--- src/rtl/ps2_pkg.sv ---
// Shared types and constants for the PS/2 host transmitter and line filter.
// Holds the transmitter state encoding, error codes and frame length.
package ps2_pkg;

    typedef enum logic [2:0] {
        IDLE,
        INHIBIT,
        REQ,
        XFER,
        WAIT_IDLE,
        FIN,
        FAIL
    } state_t;

    localparam logic [1:0] ERR_NONE    = 2'b00;
    localparam logic [1:0] ERR_TIMEOUT = 2'b01;
    localparam logic [1:0] ERR_NOACK   = 2'b10;

    localparam int unsigned FRAME_FALLS = 11;

    function automatic logic odd_parity(input logic [7:0] d);
        return ~^d;
    endfunction

endpackage

--- src/rtl/ps2_line_filter.sv ---
// Two-flop synchroniser for one PS/2 line, with an optional glitch filter
// enabled by PS2_TX_GLITCH_FILTER_EN (output moves after FILTER_LEN equal samples).
module ps2_line_filter #(
    parameter int unsigned FILTER_LEN = 4
) (
    input  logic clk,
    input  logic reset_n,
    input  logic pin,
    output logic q
);

    logic [1:0] sync;

    always_ff @(posedge clk or negedge reset_n) begin
        if (!reset_n) sync <= 2'b11;
        else          sync <= {sync[0], pin};
    end

`ifdef PS2_TX_GLITCH_FILTER_EN
    localparam int CW = $clog2(FILTER_LEN + 1);

    logic [CW-1:0] cnt;
    logic          filt;

    always_ff @(posedge clk or negedge reset_n) begin
        if (!reset_n) begin
            cnt  <= '0;
            filt <= 1'b1;
        end else if (sync[1] == filt) begin
            cnt <= '0;
        end else if (cnt == CW'(FILTER_LEN - 1)) begin
            filt <= sync[1];
            cnt  <= '0;
        end else begin
            cnt <= cnt + 1'b1;
        end
    end

    assign q = filt;
`else
    localparam int unsigned unused_filter_len = FILTER_LEN;

    assign q = sync[1];
`endif

endmodule

--- src/rtl/ps2_host_tx.sv ---
// Host-to-device PS/2 command transmitter driving open-drain clock/data.
// Define PS2_TX_GLITCH_FILTER_EN to filter both input lines against glitches.
module ps2_host_tx
    import ps2_pkg::*;
#(
    parameter int unsigned INHIBIT_CYCLES = 1250,
    parameter int unsigned TIMEOUT_CYCLES = 187500,
    parameter int unsigned FILTER_LEN     = 4
) (
    input  logic       clk,
    input  logic       reset_n,
    input  logic [7:0] tx_data,
    input  logic       tx_valid,
    output logic       tx_ready,
    output logic       busy,
    output logic       done,
    output logic       error,
    output logic [1:0] err_code,
    input  logic       ps2_clk_in,
    input  logic       ps2_data_in,
    output logic       ps2_clk_oe,
    output logic       ps2_data_oe
);

    localparam int INH_W = $clog2(INHIBIT_CYCLES + 1);
    localparam int TO_W  = $clog2(TIMEOUT_CYCLES + 1);

    state_t           state_q, state_d;
    logic [INH_W-1:0] inh_q;
    logic [TO_W-1:0]  to_q;
    logic [3:0]       bit_q;
    logic [8:0]       frame_q;
    logic             doe_q;
    logic [1:0]       err_q;
    logic             clk_prev;
    logic             clk_s, data_s;
    logic             fall, timeout;

    ps2_line_filter #(.FILTER_LEN(FILTER_LEN)) u_clk_filt (
        .clk     (clk),
        .reset_n (reset_n),
        .pin     (ps2_clk_in),
        .q       (clk_s)
    );

    ps2_line_filter #(.FILTER_LEN(FILTER_LEN)) u_data_filt (
        .clk     (clk),
        .reset_n (reset_n),
        .pin     (ps2_data_in),
        .q       (data_s)
    );

    assign fall     = clk_prev & ~clk_s;
    assign timeout  = (to_q == TO_W'(TIMEOUT_CYCLES - 1));
    assign tx_ready = (state_q == IDLE);
    assign busy     = (state_q != IDLE);
    assign err_code = err_q;

    always_comb begin
        state_d     = state_q;
        done        = 1'b0;
        error       = 1'b0;
        ps2_clk_oe  = 1'b0;
        ps2_data_oe = 1'b0;
        unique case (state_q)
            IDLE: begin
                if (tx_valid) state_d = INHIBIT;
            end
            INHIBIT: begin
                ps2_clk_oe = 1'b1;
                if (inh_q == INH_W'(INHIBIT_CYCLES - 1)) state_d = REQ;
            end
            REQ: begin
                ps2_clk_oe  = 1'b1;
                ps2_data_oe = 1'b1;
                state_d     = XFER;
            end
            XFER: begin
                ps2_data_oe = doe_q;
                // timeout takes priority over a coincident final fall
                if (timeout)
                    state_d = FAIL;
                else if (fall && bit_q == 4'(FRAME_FALLS - 1))
                    state_d = data_s ? FAIL : WAIT_IDLE;
            end
            WAIT_IDLE: begin
                if (timeout)              state_d = FAIL;
                else if (clk_s && data_s) state_d = FIN;
            end
            FIN: begin
                done    = 1'b1;
                state_d = IDLE;
            end
            FAIL: begin
                error   = 1'b1;
                state_d = IDLE;
            end
            default: state_d = IDLE;
        endcase
    end

    always_ff @(posedge clk or negedge reset_n) begin
        if (!reset_n) begin
            state_q  <= IDLE;
            inh_q    <= '0;
            to_q     <= '0;
            bit_q    <= '0;
            frame_q  <= '0;
            doe_q    <= 1'b0;
            err_q    <= ERR_NONE;
            clk_prev <= 1'b1;
        end else begin
            state_q  <= state_d;
            clk_prev <= clk_s;
            unique case (state_q)
                IDLE: begin
                    if (tx_valid) begin
                        frame_q <= {odd_parity(tx_data), tx_data};
                        err_q   <= ERR_NONE;
                        inh_q   <= '0;
                    end
                end
                INHIBIT: inh_q <= inh_q + 1'b1;
                REQ: begin
                    bit_q <= '0;
                    to_q  <= '0;
                    doe_q <= 1'b1;
                end
                XFER: begin
                    if (timeout) begin
                        err_q <= ERR_TIMEOUT;
                    end else begin
                        to_q <= to_q + 1'b1;
                        if (fall) begin
                            bit_q <= bit_q + 4'd1;
                            // falls 1..9 present data then parity; later ones release
                            if (bit_q < 4'd9) doe_q <= ~frame_q[bit_q];
                            else              doe_q <= 1'b0;
                            if (bit_q == 4'(FRAME_FALLS - 1) && data_s)
                                err_q <= ERR_NOACK;
                        end
                    end
                end
                WAIT_IDLE: begin
                    if (timeout) err_q <= ERR_TIMEOUT;
                    else         to_q  <= to_q + 1'b1;
                end
                default: ;
            endcase
        end
    end

endmodule

--- config.mk ---
export PLATFORM = sky130hd
export DESIGN_NAME = ps2_host_tx
export DESIGN_NICKNAME = d
export VERILOG_FILES = /design/src/rtl/ps2_pkg.sv /design/src/rtl/ps2_line_filter.sv /design/src/rtl/ps2_host_tx.sv
export SDC_FILE = /design/constraint.sdc
export NUM_CORES = 1
export LEC_CHECK = 0
export BUFFER_PORTS_ARGS = -buffer_cell sky130_fd_sc_hd__buf_2
export CORE_ASPECT_RATIO = 0.7
export CORE_MARGIN = 2
export CORE_UTILIZATION = 60
export DETAILED_ROUTE_END_ITERATION = 16
export PLACE_DENSITY = 0.85
export SETUP_SLACK_MARGIN = 0.4
export SLEW_MARGIN = 20
export SYNTH_ARGS = -nofsm -noshare
export SYNTH_HDL_FRONTEND = slang
export SYNTH_SLANG_ARGS = --single-unit
--- constraint.sdc ---
create_clock -name clk -period 1.9 [get_ports clk]
set_input_delay 0.095 -clock clk [delete_from_list [all_inputs] [get_ports clk]]
set_output_delay 0.095 -clock clk [all_outputs]
set_load 0.03 [all_outputs]
* Word level (Yosys, flattened, before mapping)
Cells that the tools add are included.
** Word-level totals
- Flip-flop bits (word level) :: 53
- Bits of input ports :: 13
- Logic and storage cells :: 86
** Cells by class
- Add/sub/neg operators :: 3
- Magnitude comparators :: 2
- Eq/ne operators :: 19
- Muxes and demuxes :: 31
- Bitwise gates (word level) :: 3
- Reductions and logical operators :: 18
** Operators by type and width (count)
- 18-bit one-hot mux with 2 select lines :: 1
- 11-bit one-hot mux with 2 select lines :: 1
- 18-bit by 1-bit adder with 18-bit output (second input constant) :: 1
- 18-bit equality test (second input constant) :: 1
- 18-bit two-way mux :: 1
- 3-bit two-way mux :: 6
- 3-bit one-hot mux with 5 select lines :: 1
- 2-bit two-way mux :: 6
- 2-bit != test (second input constant) :: 6
- 3-bit != test (second input constant) :: 4
- 11-bit by 1-bit adder with 11-bit output (second input constant) :: 1
- 11-bit equality test (second input constant) :: 1
- 11-bit two-way mux :: 1
- 3-bit equality test (second input constant) :: 3
- 4-bit two-way mux :: 2
- 4-bit one-hot mux with 2 select lines :: 1
- 8-bit XNOR reduction :: 1
- 1-bit two-way mux :: 7
- 3-bit by 2-bit equality test with 1-bit output (second input constant) :: 2
- 2-bit one-hot mux with 3 select lines :: 1
- 2-bit AND reduction :: 3
- 2-bit nonzero test :: 3
- 3-bit nonzero test :: 2
- 4-bit by 5-bit < comparator with 1-bit output (second input constant) :: 1
- other kinds (14) :: 19

* Logic depth before layout (Yosys ltp)
- Depth after elaboration :: 7
- Gate-level depth with buffers :: 7

* Modules after synthesis
A second synthesis with hierarchy kept.
** Unflattened totals
- Cells, all modules :: 282
- Area total of the unflattened synthesis :: 2852.7 um^2
** Modules (own cells, without submodules)
- ps2_host_tx :: instances 1, cells each 278, area each 2747.6 um^2, sequential area each 1227.4 um^2
- ps2_line_filter :: instances 2, cells each 2, area each 52.6 um^2, sequential area each 52.6 um^2

* Least setup slack after synthesis
Ideal clock, no wire load.
- Path kind :: register to register
- From :: register state_q[1]
- To :: register inh_q[5]
- Setup time :: 136 ps
- Arrival time :: 1539 ps
- Data required time :: 1764 ps
- Path slack :: 225 ps
- Stages on the path, launching flop included :: 7
- Clock period less this slack :: 1675 ps
- Path through :: dfrtp_1 -> buf_6 -> or4b_1 -> buf_6 -> buf_6 -> o311ai_1 -> o41ai_1
** Between the ends
- Cells in the longest elaborated chain, start to end :: 3
** Ends and longest elaborated chain
- from (decl) :: line ps2_host_tx.sv:28 : state_t state_q, state_d;
- from (signal assigned) :: line ps2_host_tx.sv:113 : state_q <= state_d;
- 3-bit by 1-bit equality test with 1-bit output / 3-bit zero test (equally long branches) :: line ps2_host_tx.sv:115 : unique case (state_q)
- 2-bit nonzero test (no line) / 2-bit != test (equally long branches)
- 2-bit AND reduction (no line)
- to (signal assigned) :: line ps2_host_tx.sv:123 : INHIBIT: inh_q <= inh_q + 1'b1;
- to (decl) :: line ps2_host_tx.sv:29 : logic [INH_W-1:0] inh_q;
Parallel ways exist; a longest one is shown, timed or not.
A chain may end at the register's enable or synchronous reset.

* Worst setup path in the final report
- From :: register state_q[1]
- To :: register to_q[6]
** Between the ends
- Cells in the longest elaborated chain, start to end :: 4
** Ends and longest elaborated chain
- 3-bit equality test / 3-bit by 2-bit equality test with 1-bit output (equally long branches) :: line ps2_host_tx.sv:115
- 2-bit OR reduction (no line)
- 2-bit != test (no line) / 2-bit nonzero test (equally long branches)
- 2-bit AND reduction (no line)
- to (signal assigned) :: line ps2_host_tx.sv:133 : to_q <= to_q + 1'b1;
- to (signal assigned) :: line ps2_host_tx.sv:146 : else to_q <= to_q + 1'b1;
- to (decl) :: line ps2_host_tx.sv:30 : logic [TO_W-1:0] to_q;
Parallel ways exist; a longest one is shown, timed or not.

==> out/results.ini <==
[timing]
drv_slew = 0
min_period_ps = 1760
relSlewSlack = 0.6729
fin_setup_tns_ps = 0
worst_pin_slew_ps = 486.9
period_share = 0.9264
setup_violations = 0
fmax_mhz = 568.2
skew_ps = 6.584
hold_viol_final = 0
hold_ws_ps = 36.76
rsz0062_at_grt = yes

[placed_design]
dp_hpwl_um = 4150
place_congestion = 0.8881
place_area_um2 = 3094
io_buffers = 20

[floorplan]
die_w_um = 86.78
initial_utilization = 0.6119
core_um2 = 4703
die_height_um = 61.94
io_pins = 21
fp-row-count = 21
die-area_um2 = 5375

[power_and_ir_drop]
irDropWorstVdd_uv = 829.7
p_per_area_nw_per_um2 = 1295
switching_share = 0.4101
power_frac_clock = 0.157
fin_total_pwr_mw = 5.255
p_seq_frac = 0.335
p_comb_frac = 0.508
leakage_nw = 1.791
power_switching_mw = 2.155
p_int_mw = 3.100

[routing]
drc_errors = 0
routed_wl_um = 10000
firstDrtPassIters = 5
routed_via_density = 6.925
ant_nets = 0
drt_iter0_markers = 493
num_vias = 2950
wl_per_cell_um = 23.48

[logic_synthesis]
yosys.area_share.xor_xnor = 0.03652
synth_compound_area_frac = 0.1361
synth-main-ff-cell = dfrtp_1
synth_top_family_by_area = simple AND/OR/NAND/NOR gates
synth_edf_count = 0
synth.avg_cell_area_um2 = 9.822
synth_mux_area_frac = 0.07174
ys_types = 54
seq_area_frac_synth = 0.4630
syn_nets = 312
ys_async_sr_fraction = 1.000
synthCells = 293
ys_warn_count = 0
synthAdderAreaFrac = 0.02609
syn_area_um2 = 2878
synth-seq-cells = 53
synthSimpleGateAreaFrac = 0.2296

[worst_setup_path]
critPathRequiredTime_ps = 2090
setup.worst_path.end_class = register
crit_type = register to register
critPathLaunchType = register
cp_max_fo = 7
cp.arrival_ps = 1950

[cells_and_area]
drive_gt1_frac = 0.4580
ff_latch_area_um2 = 1341
multi_input_area_um2 = 1803
stdcell_area_um2 = 4059
nNetsFinal = 387
nFillCells = 186
area_growth_pct = 41.04
num_antenna_cells = 0

[clock_network]
cts_root_buffer = clkbuf_8
clk_latency_ps = 310
cts_tree = done
clk_pin_slew_ps = 100
cts_htree_levels = 2
clock-sinks = 53
clock_path_buffers = 2
numCtsBuffers = 5

[global_routing]
grt_max_degree = 28
grt_usage = 0.2991
grt_pass1_wl_um = 12150
grt_overflow = 0
grt_pass1_vias = 2534
antenna_found_initial = 0

[min_path]
worst_hold_path_type = primary input to register

[run_status]
status = finished clean

[run]
drv_cap = 0

logic make-up after synthesis:
kind of cell             count (synthesis)
AND/OR/NAND/NOR                        125
AO/OA/AOI/OAI                           63
flip-flops                              53
buffers and inverters                   20
multiplexers                            14
XOR/XNOR                                12
adder cells (fa/ha/maj)                  6
metrics by stage:
| stage | setup slack [ps] | utilization | std cells |
|---|---|---|---|
| 3_5_place_dp | 139.0 | 0.6579 | 371 |
| 5_1_grt | 106.3 | 0.8630 | 426 |
| 2_1_floorplan | 276.1 | - | 293 |
| 4_1_cts | 251.9 | 0.7779 | 412 |
| 3_3_place_gp | 159.2 | 0.6579 | 371 |
| 6_report | 139.9 | 0.8630 | 426 |
cell usage in the layout (no fill, tap or decap), types with 11 or more instances in the layout:
cell type	n
buf_6	18
o21ai_2	12
nand2_1	29
nand3_1	17
dfrtp_1	41
nor2_1	11
o21ai_1	17
buf_4	37
buf_2	15
cell usage after synthesis (2+ instances only):
master | number | area share
inv_1 | 8 | 0.010
nand2b_1 | 3 | 0.0065
o311ai_1 | 2 | 0.0061
or3_1 | 10 | 0.022
buf_6 | 3 | 0.012
nor2_1 | 15 | 0.020
nor3b_2 | 2 | 0.0087
buf_2 | 4 | 0.0070
mux4_2 | 2 | 0.016
nor3_1 | 8 | 0.014
clkbuf_1 | 4 | 0.0052
nand2_1 | 34 | 0.044
a21oi_1 | 13 | 0.023
nor2b_1 | 2 | 0.0043
xnor2_1 | 10 | 0.030
ha_1 | 6 | 0.026
xor2_1 | 2 | 0.0061
dfstp_2 | 5 | 0.046
o22ai_1 | 2 | 0.0043
dfrtp_1 | 48 | 0.42
o21ai_0 | 7 | 0.012
and3b_1 | 3 | 0.0091
a31oi_1 | 2 | 0.0043
nand4_1 | 4 | 0.0087
or3b_1 | 2 | 0.0061
mux2i_1 | 3 | 0.010
nand3_1 | 23 | 0.040
mux2_4 | 8 | 0.042
and3_1 | 9 | 0.020
o21ai_1 | 25 | 0.043
worst paths after layout:
kind	start	end	slack, ps	cells past startpoint
setup / recovery	state_q[1]	to_q[6]	140	6
hold / removal	tx_data[5]	frame_q[5]	40	2
setup reg to reg	state_q[1]	to_q[6]	140	6
hold reg to reg	u_clk_filt.sync[0]	u_clk_filt.sync[1]	360	0
max in group asynchronous	reset_n	clk_prev	1270	3
min in group asynchronous	reset_n	frame_q[7]	330	3
critical path: stages, from the launching register on:
cell,delay [ps]
dfrtp_2,490
buf_6,150
and3b_2,270
nor2_2,310
nor3_1,110
a31oi_1,190
o21ai_1,120
registers in the layout, summed over array words and instances (netlist names):
register          count
bit_q                 4
clk_prev              1
doe_q                 1
err_code              2
frame_q               9
inh_q                11
state_q               3
to_q                 18
u_clk_filt.sync       2
u_data_filt.sync      2
layout make-up:
| type | count | share of cell area |
|---|---|---|
| multi-input combinational | 221 | 0.4442 |
| clock inverter | 2 | 0.009248 |
| sequential | 53 | 0.3305 |
| tap | 57 | 0.01757 |
| timing repair buffer | 79 | 0.1708 |
| clock buffer | 6 | 0.02035 |
| inverter | 8 | 0.007398 |
metal layers:
| layer | global-route usage | part of all wire | vias up |
|---|---|---|---|
| met3 | 0.05680 | 0.12 | 55 |
| li1 | - | - | 1211 |
| met2 | 0.4835 | 0.46 | 278 |
| met5 | 0 | 0 | - |
| met1 | 0.4103 | 0.38 | 1406 |
| met4 | 0.1138 | 0.038 | 0 |
power by group through the flow:
stage,registers [mW],logic (mW),clock network [mW]
after global placement,1.69,1.43,0
after global routing,1.78,2.78,0.868
after detailed placement,1.71,1.48,0
after CTS,1.69,1.95,0.818
after floorplan,1.64,1.16,0
final,1.76,2.67,0.825
timing repair:
item	CTS	global route
hold buffers	3	0
setup endpoints to repair	48	54
cloned	2	1
setup buffers	28	13
pin swaps	22	23
gates resized for setup	48	62
hold endpoints to repair	50	0
Note: power is estimated with default switching activity, not from simulation.
